**config.mk**
```make
export PLATFORM = sky130hd
export DESIGN_NAME = wb_write_arbiter
export DESIGN_NICKNAME = d
export VERILOG_FILES = /design/src/rtl/wb_pkg.sv /design/src/rtl/wb_fifo.sv /design/src/rtl/wb_write_arbiter.sv
export SDC_FILE = /design/constraint.sdc
export NUM_CORES = 1
export LEC_CHECK = 0
export ABC_AREA = 1
export BUFFER_PORTS_ARGS = -buffer_cell sky130_fd_sc_hd__buf_4
export CAP_MARGIN = 20
export CORE_AREA = 3 3 144 202
export CTS_CLUSTER_SIZE = 24
export DETAILED_ROUTE_END_ITERATION = 12
export DIE_AREA = 0 0 147 205
export PLACE_DENSITY = 0.61
export SETUP_SLACK_MARGIN = 0.05
export SKIP_LAST_GASP = 1
export SYNTH_ARGS = -nofsm -noshare
export SYNTH_HDL_FRONTEND = slang
export SYNTH_HIERARCHICAL = 1
export SYNTH_SLANG_ARGS = --single-unit
```
**constraint.sdc**
```tcl
create_clock -name clk -period 2.3 [get_ports clk]
set_input_delay 0.23 -clock clk [delete_from_list [all_inputs] [get_ports clk]]
set_output_delay 0.23 -clock clk [all_outputs]
set_load 0.01 [all_outputs]
```
**src/rtl/wb_pkg.sv**
```systemverilog
// Shared types for the register-file write-back arbiter: request payload and
// output source selector.
package wb_pkg;

  localparam int REG_ADDR_W = 5;
  localparam int DATA_W     = 32;

  typedef struct packed {
    logic [REG_ADDR_W-1:0] rd;
    logic [DATA_W-1:0]     data;
  } wb_req_t;

  typedef enum logic [1:0] {
    SRC_NONE,
    SRC_ALU,
    SRC_FIFO,
    SRC_BYPASS
  } wb_src_e;

endpackage

```
**src/rtl/wb_fifo.sv**
```systemverilog
// DEPTH-entry synchronous FIFO of write-back requests; every slot and its
// valid bit are exposed so the arbiter can search pending destinations.
import wb_pkg::*;

module wb_fifo #(
  parameter int DEPTH = 4,
  localparam int PTR_W = $clog2(DEPTH),
  localparam int CNT_W = $clog2(DEPTH + 1)
) (
  input  logic                   clk,
  input  logic                   reset,
  input  logic                   push,
  input  wb_req_t                push_data,
  input  logic                   pop,
  output logic                   full,
  output logic                   empty,
  output logic [CNT_W-1:0]       count,
  output wb_req_t                head,
  output wb_req_t [DEPTH-1:0]    entries,
  output logic [DEPTH-1:0]       entry_valid
);

  wb_req_t [DEPTH-1:0] mem;
  logic [PTR_W-1:0]    wr_ptr;
  logic [PTR_W-1:0]    rd_ptr;

  // NOTE: storage carries no reset; entry_valid and count decide what is live.
  always_ff @(posedge clk) begin
    if (push) mem[wr_ptr] <= push_data;
  end

  always_ff @(posedge clk) begin
    if (reset) begin
      wr_ptr      <= '0;
      rd_ptr      <= '0;
      count       <= '0;
      entry_valid <= '0;
    end else begin
      if (push) begin
        wr_ptr              <= wr_ptr + PTR_W'(1);
        entry_valid[wr_ptr] <= 1'b1;
      end
      if (pop) begin
        rd_ptr              <= rd_ptr + PTR_W'(1);
        entry_valid[rd_ptr] <= 1'b0;
      end
      case ({push, pop})
        2'b10:   count <= count + CNT_W'(1);
        2'b01:   count <= count - CNT_W'(1);
        default: count <= count;
      endcase
    end
  end

  assign full    = (count == CNT_W'(DEPTH));
  assign empty   = (count == '0);
  assign head    = mem[rd_ptr];
  assign entries = mem;

endmodule

```
**src/rtl/wb_write_arbiter.sv**
```systemverilog
// Merges ALU and long-latency results onto the single register-file write port.
// Optional pending-write lookup is built when WB_PENDING_CHECK_EN is defined.
import wb_pkg::*;

module wb_write_arbiter #(
  parameter int DEPTH        = 4,
  parameter int STARVE_LIMIT = 3
) (
  input  logic                         clk,
  input  logic                         reset,
  input  logic                         alu_valid,
  output logic                         alu_ready,
  input  logic [4:0]                   alu_rd,
  input  logic [31:0]                  alu_data,
  input  logic                         lu_valid,
  output logic                         lu_ready,
  input  logic [4:0]                   lu_rd,
  input  logic [31:0]                  lu_data,
  output logic                         RegWrite,
  output logic [4:0]                   rd,
  output logic [31:0]                  WriteData,
  output logic [$clog2(DEPTH+1)-1:0]   fifo_count,
  input  logic [4:0]                   chk_rs,
  input  logic [4:0]                   chk_rt,
  output logic                         pend_rs,
  output logic                         pend_rt
);

  localparam int ST_W = $clog2(STARVE_LIMIT + 1);

  logic                full;
  logic                empty;
  logic                push;
  logic                pop;
  logic                forced;
  wb_req_t             head;
  wb_req_t             sel;
  wb_req_t [DEPTH-1:0] entries;
  logic [DEPTH-1:0]    entry_valid;
  logic [ST_W-1:0]     starve_cnt;
  wb_src_e             src;

  wb_fifo #(.DEPTH(DEPTH)) u_fifo (
    .clk         (clk),
    .reset       (reset),
    .push        (push),
    .push_data   ('{rd: lu_rd, data: lu_data}),
    .pop         (pop),
    .full        (full),
    .empty       (empty),
    .count       (fifo_count),
    .head        (head),
    .entries     (entries),
    .entry_valid (entry_valid)
  );

  assign forced    = (starve_cnt == ST_W'(STARVE_LIMIT)) && !empty;
  assign alu_ready = !forced;
  assign lu_ready  = !full;

  // NOTE: defaults first so no path through the block leaves a signal unassigned.
  always_comb begin
    src = SRC_NONE;
    sel = head;
    if (forced) begin
      src = SRC_FIFO;
    end else if (alu_valid) begin
      src = SRC_ALU;
      sel = '{rd: alu_rd, data: alu_data};
    end else if (!empty) begin
      src = SRC_FIFO;
    end else if (lu_valid) begin
      src = SRC_BYPASS;
      sel = '{rd: lu_rd, data: lu_data};
    end
  end

  // A bypassed LU result goes straight to the output, never into the FIFO.
  assign push = lu_valid && !full && (src != SRC_BYPASS);
  assign pop  = (src == SRC_FIFO);

  always_ff @(posedge clk) begin
    if (reset) begin
      RegWrite  <= 1'b0;
      rd        <= '0;
      WriteData <= '0;
    end else begin
      RegWrite <= (src != SRC_NONE) && (sel.rd != '0);
      if (src != SRC_NONE) begin
        rd        <= sel.rd;
        WriteData <= sel.data;
      end
    end
  end

  always_ff @(posedge clk) begin
    if (reset || empty || pop) begin
      starve_cnt <= '0;
    end else if (src == SRC_ALU && starve_cnt != ST_W'(STARVE_LIMIT)) begin
      starve_cnt <= starve_cnt + ST_W'(1);
    end
  end

`ifdef WB_PENDING_CHECK_EN
  always_comb begin
    pend_rs = RegWrite && (rd == chk_rs);
    pend_rt = RegWrite && (rd == chk_rt);
    for (int i = 0; i < DEPTH; i++) begin
      if (entry_valid[i] && entries[i].rd == chk_rs) pend_rs = 1'b1;
      if (entry_valid[i] && entries[i].rd == chk_rt) pend_rt = 1'b1;
    end
    // $zero is never a real hazard.
    if (chk_rs == '0) pend_rs = 1'b0;
    if (chk_rt == '0) pend_rt = 1'b0;
  end
`else
  logic unused_pend;
  assign unused_pend = ^{chk_rs, chk_rt, entries, entry_valid};
  assign pend_rs     = 1'b0;
  assign pend_rt     = 1'b0;
`endif

endmodule

```
==> flow_summary.yaml <==
worst_setup_path:
  rrSetupSlack_ns: 0.25
  worstPathRequired_ns: 2.64
  r2r_end: "u_fifo/count[2]"
  cp-start-kind: "flop"
  cp-startpoint: "u_fifo/count[1]"
  critPathCapture: "u_fifo/count[2]"
  r2r-start: "u_fifo/count[1]"
  crit_top_cell: "inv_1"
  cp.arrival_ns: 2.39
  endpoint_kind: "flop"
  path_max_fanout: 5
  slowest_delay_ns: 0.38
  crit_path_top_delay_cell: "dfxtp_1"
  rr_worst_depth: 14
  cp_cell_sequence: "nor3_4, nand2_4, inv_4, nor3_1, inv_1, ha_1, inv_1, fa_1, inv_1, nand2_1, nand3_1, nand2_1, inv_1, nor2_1"
  path_class: "reg2reg"
place:
  gp_congestion: 0.745
  post-place-cells: 1210
  hpwl_mm: 13.8
  numPortBuffers: 120
global_route:
  antenna_found_initial: 0
  use_met2: 0.266
  grt_pass1_vias: 5995
  track_usage: 0.142
  grt-ovfl-total: 0
  grt_max_degree: 68
  use_met1: 0.162
  grt_pass1_wl_mm: 33.1
  busiest_layer: "met2"
  grtUsageMet3: 0.0263
layout:
  drive_gt1_frac: 0.290
  antenna_cells: 0
  area_growth_pct: 24.7
  nFillCells: 2753
  final_cells: 1264
  nets: 977
drt:
  postRouteAntennaNets: 0
  drtPass1Iterations: 4
  via_count: 5929
  via_per_inst: 4.69
  drt-initial-drc-count: 363
  wirelength_mm: 21.6
  wl_per_cell_um: 17.1
  drc: 0
sta:
  tns_ns: 0
  post-route-min-period_ns: 2.05
  rsz0062_at_grt: "no"
  slew-limit-headroom: 0.553
  finalClockSkew_ns: 0.0160
  worstMarginPinSlew_ns: 0.670
  fmax_mhz: 488
  report.final.hold_viol_count: 0
  setup_viol: 0
  slew_viol_final: 0
  finalCritPeriodShare: 0.891
power_and_ir_drop:
  combPwrFrac: 0.312
  p_int_w: 0.00724
  switching_share: 0.345
  power_leakage_nw: 4.11
  cellPowerDensity_nw_per_um2: 1040
  seq_power_share: 0.417
  pwr-share-clk: 0.271
  netSwitchingPower_w: 0.00382
  ir_drop_mv: 0.612
clock_network:
  h-tree-depth: 4
  root_buffer: "clkbuf_16"
  cts_buffer_depth: 2
  clock_latency_ns: 0.44
  cts_sinks: 195
  cts_buffers: 17
  clk_pin_slew_ns: 0.07
  cts_tree: "yes"
floorplan:
  die_w_um: 147
  io_pins: 133
  die_h_um: 205
  initial_core_util: 0.310
  dieArea_um2: 30100
  core_um2: 27600
  num_rows: 72
min_path:
  hp-class: "in2reg"
synth:
  postSynthAreaPerCell_um2: 11.5
  yosys_warnings: 6
  synth.cell_area_um2: 8540
  syn_inst: 742
status:
  status: "completed"
job:
  drv_cap: 0
## final cells by class
cell class | instances | area [um2] | area share
clock buffers | 18 | 439 | 0.0412
clock inverters | 14 | 161 | 0.0152
multi-input cells | 402 | 2480 | 0.233
flip-flops and latches | 195 | 5390 | 0.506
well taps | 370 | 463 | 0.0435
repair buffers | 165 | 1330 | 0.125
inverters | 100 | 385 | 0.0362
## stage by stage
stage	util	cell area, um2	hold WS (ns)	total power, W	setup WS, ns
after floorplan	-	8550	0.329	0.00693	0.0892
after global placement	0.356	9820	0.444	0.00809	0.176
after detailed placement	0.356	9820	0.446	0.00814	0.125
after CTS	0.385	10600	0.00210	0.0112	0.117
after global routing	0.386	10600	0.00136	0.0117	0.0698
final	0.386	10600	0.0167	0.0111	0.251
## critical path, delay by kind of cell (launching register included)
kind                     cells  cell delay (ns)
flip-flops                   1             0.38
AND/OR/NAND/NOR              7             0.67
buffers and inverters        5             0.35
adder cells (fa/ha/maj)      2             0.56
## per-layer routing
layer	wire length, um	part of all wire
met5	0	0
met4	458	0.021
met3	769	0.036
met2	11500	0.53
met1	8810	0.41
## power groups by stage
stage / Sequential, W / Combinational, W / Clock [W]
after floorplan: 0.00474 / 0.00218 / 0
after global placement: 0.00468 / 0.00342 / 0
after detailed placement: 0.00469 / 0.00345 / 0
after CTS: 0.00461 / 0.00349 / 0.00306
after global routing: 0.00467 / 0.00384 / 0.00321
final: 0.00462 / 0.00345 / 0.00299
## layout by cell type, fill, tap and decap left out, types with 2 or more instances in the layout
cell type      count
a21oi_1           23
buf_12             3
buf_4            141
clkbuf_16         17
clkinv_4           2
clkinv_8           2
conb_1             2
dfxtp_1           46
dlygate4sd3_1     21
edfxtp_1         148
ha_1               7
inv_1             90
inv_2              7
inv_4              2
inv_6              5
inv_8              3
nand2_1           55
nand2_2            2
nand2_4            5
nand3_1            8
nand3b_1           2
nor2_1            82
nor3_1            22
o211ai_1           2
o211ai_2          30
o21ai_0           80
o21ai_1            5
o22ai_1           39
o22ai_2           30
## worst min-delay path by stage
stage	from	endpoint	slack, ns	cells past startpoint
floorplan	lu_data[0]	u_fifo/entries[0]	0.33	0
global placement	lu_data[5]	u_fifo/entries[5]	0.44	1
detailed placement	lu_data[24]	u_fifo/entries[135]	0.45	1
CTS	lu_data[14]	u_fifo/entries[88]	0.002	1
global route	lu_data[27]	u_fifo/entries[64]	0.001	1
finish	lu_data[14]	u_fifo/entries[88]	0.02	1
## registers in the layout, indices dropped and copies added (netlist names)
register        count
u_fifo/entries    148
WriteData          32
rd                  5
u_fifo/count        3
starve_cnt          2
u_fifo/rd_ptr       2
u_fifo/wr_ptr       2
RegWrite            1
## what timing repair did
item                       CTS  global route
hold endpoints to repair    69             4
gates resized for setup      0             2
setup endpoints to repair    0             2
hold buffers                20             1
buffers inserted             0             1
No activity file was read; power rests on OpenSTA's default activity.
